### src/rtl/stage2_execute.sv
// ============================================================================
// Module   : stage2_execute
// Purpose  : Execute stage plus EX/MEM pipeline register. Selects forwarded
//            operands, runs the ALU, resolves branches/jumps, raises a
//            same-cycle redirect and kills the wrong-path instruction that
//            follows a redirect through a one-cycle squash FSM.
// Ports    : clk/rst_n           - clock, async active-low reset
//            stall/flush         - hold EX/MEM / load a bubble into EX/MEM
//            in_*                - operands, control, PC/immediate from ID/EX
//            fwd_a_sel/fwd_b_sel - 00 reg file, 01 wb_result, 10 o_alu_result
//            wb_result           - writeback-stage value for forwarding
//            o_alu_result..o_Result_Src - EX/MEM register outputs
//            o_pc_src/o_pc_target - redirect request and target
//            o_squash            - high while the squash FSM is in SQUASH
// Revision : 1.0 - initial release
// ============================================================================
`default_nettype none

module stage2_execute #(
  parameter int              XLEN         = 32,
  parameter logic [XLEN-1:0] RESET_PC_TGT = '0
) (
  input  logic            clk,
  input  logic            rst_n,
  input  logic            stall,
  input  logic            flush,
  input  logic [XLEN-1:0] in_A,
  input  logic [XLEN-1:0] in_B,
  input  logic [3:0]      in_control,
  input  logic [2:0]      in_funct3,
  input  logic            in_reg_write,
  input  logic            in_wed,
  input  logic            in_is_branch_instr,
  input  logic            in_is_jmp_instr,
  input  logic            in_is_jmpr_instr,
  input  logic            in_ALUSrc,
  input  logic [1:0]      in_Result_Src,
  input  logic [XLEN-1:0] in_pc,
  input  logic [XLEN-1:0] in_pc_plus_4,
  input  logic [XLEN-1:0] in_immediate,
  input  logic [4:0]      in_rd,
  input  logic [1:0]      fwd_a_sel,
  input  logic [1:0]      fwd_b_sel,
  input  logic [XLEN-1:0] wb_result,
  output logic [XLEN-1:0] o_alu_result,
  output logic [XLEN-1:0] o_write_data,
  output logic [XLEN-1:0] o_pc_plus_4,
  output logic [4:0]      o_rd,
  output logic            o_reg_write,
  output logic            o_wed,
  output logic [1:0]      o_Result_Src,
  output logic            o_pc_src,
  output logic [XLEN-1:0] o_pc_target,
  output logic            o_squash
);

  typedef enum logic [0:0] {
    S_IDLE   = 1'b0,
    S_SQUASH = 1'b1
  } state_e;

  state_e state_q, state_d;

  logic [XLEN-1:0] alu_q, wdata_q, pc4_q, tgt_q;
  logic [4:0]      rd_q;
  logic            regw_q, wed_q;
  logic [1:0]      rsrc_q;

  logic [XLEN-1:0] fa, fb, src_b, alu_d, tgt_now;
  logic            cond, valid, take;

  // Operand forwarding; select 11 falls back to the register-file value.
  always_comb begin
    case (fwd_a_sel)
      2'b01:   fa = wb_result;
      2'b10:   fa = alu_q;
      default: fa = in_A;
    endcase
    case (fwd_b_sel)
      2'b01:   fb = wb_result;
      2'b10:   fb = alu_q;
      default: fb = in_B;
    endcase
  end

  assign src_b = in_ALUSrc ? in_immediate : fb;

  always_comb begin
    alu_d = '0;
    case (in_control)
      4'b0000: alu_d = fa + src_b;
      4'b0001: alu_d = fa - src_b;
      4'b0010: alu_d = fa & src_b;
      4'b0011: alu_d = fa | src_b;
      4'b0100: alu_d = fa ^ src_b;
      4'b0101: alu_d = fa << src_b[4:0];
      4'b0110: alu_d = fa >> src_b[4:0];
      4'b0111: alu_d = $signed(fa) >>> src_b[4:0];
      4'b1000: alu_d = {{(XLEN-1){1'b0}}, $signed(fa) < $signed(src_b)};
      4'b1001: alu_d = {{(XLEN-1){1'b0}}, fa < src_b};
      4'b1010: alu_d = src_b;
      default: alu_d = '0;
    endcase
  end

  // Branch condition compares the forwarded operands, never the immediate.
  always_comb begin
    cond = 1'b0;
    case (in_funct3)
      3'b000:  cond = (fa == fb);
      3'b001:  cond = (fa != fb);
      3'b100:  cond = ($signed(fa) <  $signed(fb));
      3'b101:  cond = ($signed(fa) >= $signed(fb));
      3'b110:  cond = (fa <  fb);
      3'b111:  cond = (fa >= fb);
      default: cond = 1'b0;
    endcase
  end

  // rst_n gates the redirect so it drops the instant reset is asserted.
  assign valid   = rst_n & (state_q != S_SQUASH) & ~stall;
  assign take    = valid & ((in_is_branch_instr & cond) | in_is_jmp_instr | in_is_jmpr_instr);
  assign tgt_now = in_is_jmpr_instr ? ((fa + in_immediate) & ~{{(XLEN-1){1'b0}}, 1'b1})
                                    : (in_pc + in_immediate);

  assign o_pc_src    = take;
  assign o_pc_target = take ? tgt_now : tgt_q;
  assign o_squash    = (state_q == S_SQUASH);

  // Flush overrides stall for the FSM; a stalled FSM holds its state.
  always_comb begin
    state_d = state_q;
    if (flush || !stall) begin
      state_d = take ? S_SQUASH : S_IDLE;
    end
  end

  always_ff @(posedge clk or negedge rst_n) begin
    if (!rst_n) begin
      state_q <= S_IDLE;
      tgt_q   <= RESET_PC_TGT;
    end else begin
      state_q <= state_d;
      if (take) begin
        tgt_q <= tgt_now;
      end
    end
  end

  always_ff @(posedge clk or negedge rst_n) begin
    if (!rst_n) begin
      alu_q   <= '0;
      wdata_q <= '0;
      pc4_q   <= '0;
      rd_q    <= '0;
      regw_q  <= 1'b0;
      wed_q   <= 1'b0;
      rsrc_q  <= '0;
    end else if (flush || (!stall && state_q == S_SQUASH)) begin
      alu_q   <= '0;
      wdata_q <= '0;
      pc4_q   <= '0;
      rd_q    <= '0;
      regw_q  <= 1'b0;
      wed_q   <= 1'b0;
      rsrc_q  <= '0;
    end else if (!stall) begin
      alu_q   <= alu_d;
      wdata_q <= fb;
      pc4_q   <= in_pc_plus_4;
      rd_q    <= in_rd;
      regw_q  <= in_reg_write;
      wed_q   <= in_wed;
      rsrc_q  <= in_Result_Src;
    end
  end

  assign o_alu_result = alu_q;
  assign o_write_data = wdata_q;
  assign o_pc_plus_4  = pc4_q;
  assign o_rd         = rd_q;
  assign o_reg_write  = regw_q;
  assign o_wed        = wed_q;
  assign o_Result_Src = rsrc_q;

endmodule

`default_nettype wire

### config.mk
export PLATFORM = sky130hd
export DESIGN_NAME = stage2_execute
export DESIGN_NICKNAME = d
export VERILOG_FILES = /design/src/rtl/stage2_execute.sv
export SDC_FILE = /design/constraint.sdc
export NUM_CORES = 1
export LEC_CHECK = 0
export BUFFER_PORTS_ARGS = -buffer_cell sky130_fd_sc_hd__buf_2
export CAP_MARGIN = 25
export CORE_MARGIN = 2
export CORE_UTILIZATION = 45
export CTS_CLUSTER_DIAMETER = 120
export DETAILED_ROUTE_END_ITERATION = 8
export PLACE_DENSITY_LB_ADDON = 0.12
export SETUP_SLACK_MARGIN = 0.4
export SKIP_LAST_GASP = 1
export SLEW_MARGIN = 10
export SYNTH_ARGS = -nofsm -noshare
export SYNTH_HDL_FRONTEND = slang
export SYNTH_SLANG_ARGS = --single-unit
### constraint.sdc
create_clock -name clk -period 5.1 [get_ports clk]
set_clock_uncertainty 0.05 [all_clocks]
set_input_delay 0.255 -clock clk [delete_from_list [all_inputs] [get_ports clk]]
set_output_delay 0.255 -clock clk [all_outputs]
set_load 0.02 [all_outputs]
Word-level counts from Yosys, hierarchy flattened --
Cells that the tools add are included.
Operators by class: $add $sub $neg 4, $lt $le $gt $ge 6, equality and inequality tests 22, shifts and indexed selects 3, mux-type cells 22, bitwise operators 11, reduce and logical (&&, ||, !) cells 6
Operators by type and width (count):
- one-hot mux 32 bit (11 select lines) | 1
- 2-to-1 mux 32 bit | 9
- < comparator 32 bit | 4
- one-hot mux 32 bit (2 select lines) | 2
- adder 32 bit | 3
- greater-or-equal comparator 32 bit | 2
- AND 32 bit | 1
- equality test 32 bit | 1
- != test 32 bit | 1
- bitwise OR 32 bit | 1
- left shift 32 x 5 -> 32 bit | 1
- right shift 32 x 5 -> 32 bit | 1
- >>> shifter 32 x 5 -> 32 bit | 1
- subtractor 32 bit | 1
- XOR 32 bit | 1
- equality test 4 x 3 -> 1 bit (second input constant) | 4
- equality test 3 bit (second input constant) | 4
- equality test 4 bit (second input constant) | 3
- 2-to-1 mux 5 bit | 2
- equality test 4 x 2 -> 1 bit (second input constant) | 2
- one-hot mux 1 bit (6 select lines) | 1
- 2-to-1 mux 1 bit | 5
- AND 1 bit | 4
- equality test 2 x 1 -> 1 bit (second input constant) | 2
- other kinds (12) | 17
Word-level totals: register bits 138, input bits 220, output and inout port bits 139, word-level logic and storage cells 83

Depth between registers and ports, before layout --
depth after elaboration 9, mapped depth 21, gate-level depth less buffers 18

Worst setup path before layout --
No wires, ideal clock.
kind input to register, start input fwd_b_sel[0], end register alu_q[31], in the netlist o_alu_result[31], setup time 132 ps, arrival 4424 ps, required time 4918 ps, path slack 495 ps, cell stages on the path 20, path buffers 5, cells stage by stage inv_1 ha_1 buf_2 a221o_1 o21ai_1 o21a_1 clkbuf_1 clkbuf_1 clkbuf_1 ha_1 buf_2 a2111oi_0 o21ba_2 o211ai_1 a2111oi_0 nor2_1 o31ai_1 xor2_1 a221oi_1 o21ai_1
Between the ends: word-level cells in the longest chain between the ends 7, elaborated cells on any way between the ends 15, those cells by class add/sub: 2; eq/ne: 2; shift: 3; mux: 5; bitwise: 3
RTL lines:
- start, declared | line 43 | input logic [1:0] fwd_b_sel,
- equality test 2 bit / equality test 2 x 1 -> 1 bit (equally long branches) | line 79 | case (fwd_b_sel)
- one-hot mux 32 bit (2 select lines) * | line 79
- 2-to-1 mux 32 bit * | line 86 | assign src_b = in_ALUSrc ? in_immediate : fb;
- subtractor 32 bit (tied with other cells) | line 92 | 4'b0001: alu_d = fa - src_b;
- one-hot mux 32 bit (11 select lines) * | line 90 | case (in_control)
- 2-to-1 mux 32 bit * | line 167 | end else if (!stall) begin
- 2-to-1 mux 32 bit * | line 159 | end else if (flush || (!stall && state_q == S_SQUASH)) begin
- end signal, assigned | line 168 | alu_q <= alu_d;
- end, declared | line 64 | logic [XLEN-1:0] alu_q, wdata_q, pc4_q, tgt_q;
Every way passes the cells marked *; elsewhere a longest branch is shown, timed or not. The select of a mux whose other input is x is not followed. A chain may end at the register's enable or synchronous reset.

Final worst setup path --
start input fwd_a_sel[0], end output o_pc_target[31]
Between the ends: word-level cells in the longest chain between the ends 9, elaborated cells on any way between the ends 17, those cells by class add/sub: 1; order compare: 4; eq/ne: 4; mux: 4; bitwise: 4
RTL lines:
- start, declared | line 42 | input logic [1:0] fwd_a_sel,
- equality test 2 bit / equality test 2 x 1 -> 1 bit (equally long branches) | line 74 | case (fwd_a_sel)
- one-hot mux 32 bit (2 select lines) * | line 74
- greater-or-equal comparator 32 bit (tied with other cells) | line 115 | 3'b111: cond = (fa >= fb);
- one-hot mux 1 bit (6 select lines) | line 109 | case (in_funct3)
- AND 1 bit | line 122 | assign take = valid & ((in_is_branch_instr & cond) | in_is_jmp_instr | in_is_jmpr_instr);
- bitwise OR 1 bit (2 in series) | line 122
- AND 1 bit | line 122
- 2-to-1 mux 32 bit *
- end, declared | line 53 | output logic [XLEN-1:0] o_pc_target,
Every way passes the cells marked *; elsewhere a longest branch is shown, timed or not.

==> metrics <==
vias per cell=6.83; Distinct cells, synth=94; leakage power=11.7 nW; Worst R2R End=o_alu_result[27]; crit end category=output port; pre-CTS WS=-0.0648 ns; flops & latches, synth=138; Clock Latency Late Sink=0.50 ns; Slowest Stage Delay on Critical Path=0.36 ns; setup_tns=0 ns; status=completed; PnR worst setup slack=0.377 ns; Fillers=4168; IO Port Bufs=358; final number of hold-violating endpoints=0; Max H-tree Level=4; fin crit share=0.926; critical path fanouts, max=20; initial core utilization=0.455; Die Footprint=45100 um^2; Rel. slew slack=0.257; final core occ=0.571; reg-to-reg startpoint=o_alu_result[5]; MaxCap Viol Count=0; total number of vias=24900; Hold Path Sink=o_write_data[26]; Slew @ Worst Pin=1.11 ns; site row count=76; Avg Inst Size Synth=7.58 um^2; clk root buf=clkbuf_16; Layout Area Growth over Synthesis=25.7%; critical path type=primary input to output port; ys flop type=dfrtp_1; Post-synth EDFFs=0; cts bufs inserted=17; Worst-path clk slew=0.06 ns; number of global-route vias before repair=23000; final wirelength=110000 um; top cell type's share of synthesized area=0.177; Min Hold Slack=0.108 ns; # setup viols final=0; wire per inst=30.3 um; Worst Hold Class=primary input to flip-flop; core area=43000 um^2; Synth Instances=2579; WP data required=4.80 ns; DR pass1 iterations=8; clock sinks=138; GRT Util Overall=0.467; CTS Buffer Depth=2; CP delay by family, top=compound AO/OA/AOI/OAI gates; dpl hpwl=84300 um; Synth Warn #=0; hold path cells=3; Reg2Reg Setup Slack=0.45 ns; Final Max Slew Viols=0; CP Launch Type=primary input; CTS tree=done; sequential share of the synthesized area=0.177; Post-Syn Nets=2997; Final #Nets=3458; Ports=359; Worst Path Buf+Inv=5; R2R depth=19; Synth area leader=dfrtp_1; power density over cell area=283 nW/um^2; cell area after synthesis=19500 um^2; gpl congestion=1.13; HP Start=in_B[26]; CP Cell Sequence=buf_2 > inv_1 > ha_4 > buf_4 > a22oi_1 > o21ai_1 > buf_4 > ha_1 > a21o_1 > a221o_1 > a21oi_1 > o31ai_1 > a31oi_2 > o21ai_2 > a21bo_2 > nor4b_2 > a311oi_2 > a211o_1 > buf_2; Period minus WS final=4.72 ns; FFs w/ async S/R, synth=1.00; largest net degree at the start of global routing=75; Peak Freq=0.212 GHz; initial DRC count=3299; global-route wire length before repair=154000 um; Synth area leaders=dfrtp_1 (18%), ha_1 (12%), mux2i_1 (6.5%); die height=212 um; share of cells above drive strength 1=0.243; Die X=212 um; gr ovfl total=0; crit path max-delay cell type=ha_1; drc violations=0; antenna violations before repair=10; crit path DAT=4.42 ns; VDD IR max=0.249 mV; RSZ-0062 raised after global routing=true; Post-DRT Antenna Nets=0
sequential cells by signal, indices dropped and copies added, names as in the netlist:
register      count
tgt_q            32
o_wed             1
o_reg_write       1
o_pc_plus_4      32
o_rd              5
o_alu_result     32
o_Result_Src      2
o_squash          1
o_write_data     32
layout make-up:
cell class                 instances  area, um^2  area share
timing repair buffer             620        4070       0.166
inverter                         125         482      0.0196
clock inverter                    15         171     0.00698
multi-input combinational       2138       15200       0.618
clock buffer                      17         425      0.0173
antenna                           10        25.0     0.00102
tap                              585         732      0.0298
sequential                       138        3470       0.141
routing by layer:
layer	global-route usage	share of wire	vias to the layer above	wire (um)
met2	0.679	0.41	1871	45800
met5	0	0.00022	-	24
li1	-	-	10600	-
met1	0.588	0.38	12000	41600
met3	0.139	0.13	444	13900
met4	0.333	0.083	4	9140
synth_stat cells, types with 9 or more instances:
| library cell | instances |
|---|---|
| o21bai_1 | 16 |
| o21ai_0 | 231 |
| o211ai_1 | 54 |
| a22o_1 | 54 |
| nor2b_1 | 27 |
| mux2_4 | 17 |
| a31oi_1 | 34 |
| a211oi_1 | 37 |
| xnor2_1 | 39 |
| mux2i_1 | 126 |
| o22ai_1 | 18 |
| nor2_1 | 150 |
| a22oi_1 | 58 |
| a311oi_1 | 9 |
| nor3_1 | 51 |
| o21ai_1 | 34 |
| nand3_1 | 37 |
| dfrtp_1 | 138 |
| a2111oi_0 | 10 |
| a21o_1 | 57 |
| nor4_1 | 11 |
| and3_1 | 11 |
| xor2_1 | 32 |
| o2111ai_1 | 13 |
| and2_1 | 9 |
| a21oi_1 | 193 |
| nand2_1 | 313 |
| nand2b_1 | 26 |
| or3_1 | 15 |
| buf_1 | 15 |
| o21a_1 | 15 |
| nand4_1 | 12 |
| ha_1 | 194 |
| a211o_1 | 10 |
| a221o_1 | 48 |
| inv_1 | 120 |
| o31ai_1 | 17 |
| buf_2 | 37 |
| o221ai_1 | 23 |
| a221oi_1 | 26 |
| clkbuf_1 | 113 |
logic make-up after synthesis:
kind of cell / count (synthesis) / share of synthesized area
adders and majority gates: 198 / 0.128
DFF: 138 / 0.177
AOI/OAI and AO/OA: 1023 / 0.355
xor gates and xnor gates: 71 / 0.0318
buffers and inverters: 303 / 0.0648
and+or+nand+nor: 691 / 0.159
muxes: 155 / 0.0845
where the power goes:
part	internal, mW	leakage, nW	switching [mW]
combinational	1.58	9.66	2.65
clock	0.699	0.292	0.640
sequential	1.26	1.79	0.108
worst max-delay path by stage:
stage | cells after the start | slack [ns] | from | end
finish | 19 | 0.38 | fwd_a_sel[0] | o_pc_target[31]
global route | 20 | 0.29 | fwd_a_sel[0] | o_pc_target[28]
CTS | 17 | 0.39 | o_alu_result[6] | o_pc_target[28]
detailed placement | 20 | -0.06 | fwd_a_sel[0] | o_alu_result[30]
global placement | 20 | 0.12 | fwd_a_sel[0] | o_alu_result[30]
floorplan | 20 | 0.49 | fwd_b_sel[0] | o_alu_result[31]
repair_timing:
item,4_1_cts,5_1_grt
hold buffers,42,0
buffers inserted,5,17
pin swaps,6,27
resized for setup,24,97
hold endpoints to repair,70,0
gates cloned,0,1
setup endpoints to repair,33,48
through the flow:
step	instances	power (mW)	instance area, um^2
final	3648	6.95	24600
after global routing	3643	7.20	24500
after CTS	3618	6.64	24000
after detailed placement	3539	5.25	22900
after global placement	3539	5.21	22900
after floorplan	2579	3.76	19500
worst reg2reg max path, stage by stage (launching register included):
cell and delay (ns):
dfrtp_1 0.41, a221o_1 0.34, o21ai_0 0.17, nor2_1 0.14, a21oi_1 0.19, buf_4 0.19
inv_1 0.06, ha_1 0.36, nor2b_1 0.24, o2111ai_1 0.23, a31oi_1 0.23, buf_4 0.19
o31ai_2 0.08, buf_4 0.15, o211ai_2 0.32, a2111oi_0 0.17, or3_1 0.43, a221o_1 0.32
o21ai_0 0.08, a41oi_1 0.14
layout by cell type (no fill, tap or decap), types with 16 or more instances in the layout:
cell type	instances
inv_1	119
a31oi_1	33
buf_4	209
a221oi_1	23
nand2_1	310
ha_1	187
xnor2_1	39
nor2_1	148
o21ai_0	219
dfrtp_1	124
o31ai_1	16
a211oi_1	36
dlygate4sd3_1	42
o211ai_1	54
nand3_1	37
o22ai_1	18
a22oi_1	56
a22o_1	53
nor2b_1	25
xor2_1	32
mux2i_1	126
clkbuf_16	18
o21bai_1	16
o221ai_1	21
nand2b_1	26
a21oi_1	185
a21o_1	57
nor3_1	46
buf_2	347
mux2_4	20
a221o_1	48
o21ai_1	36
No activity file was read; power rests on OpenSTA's default activity.
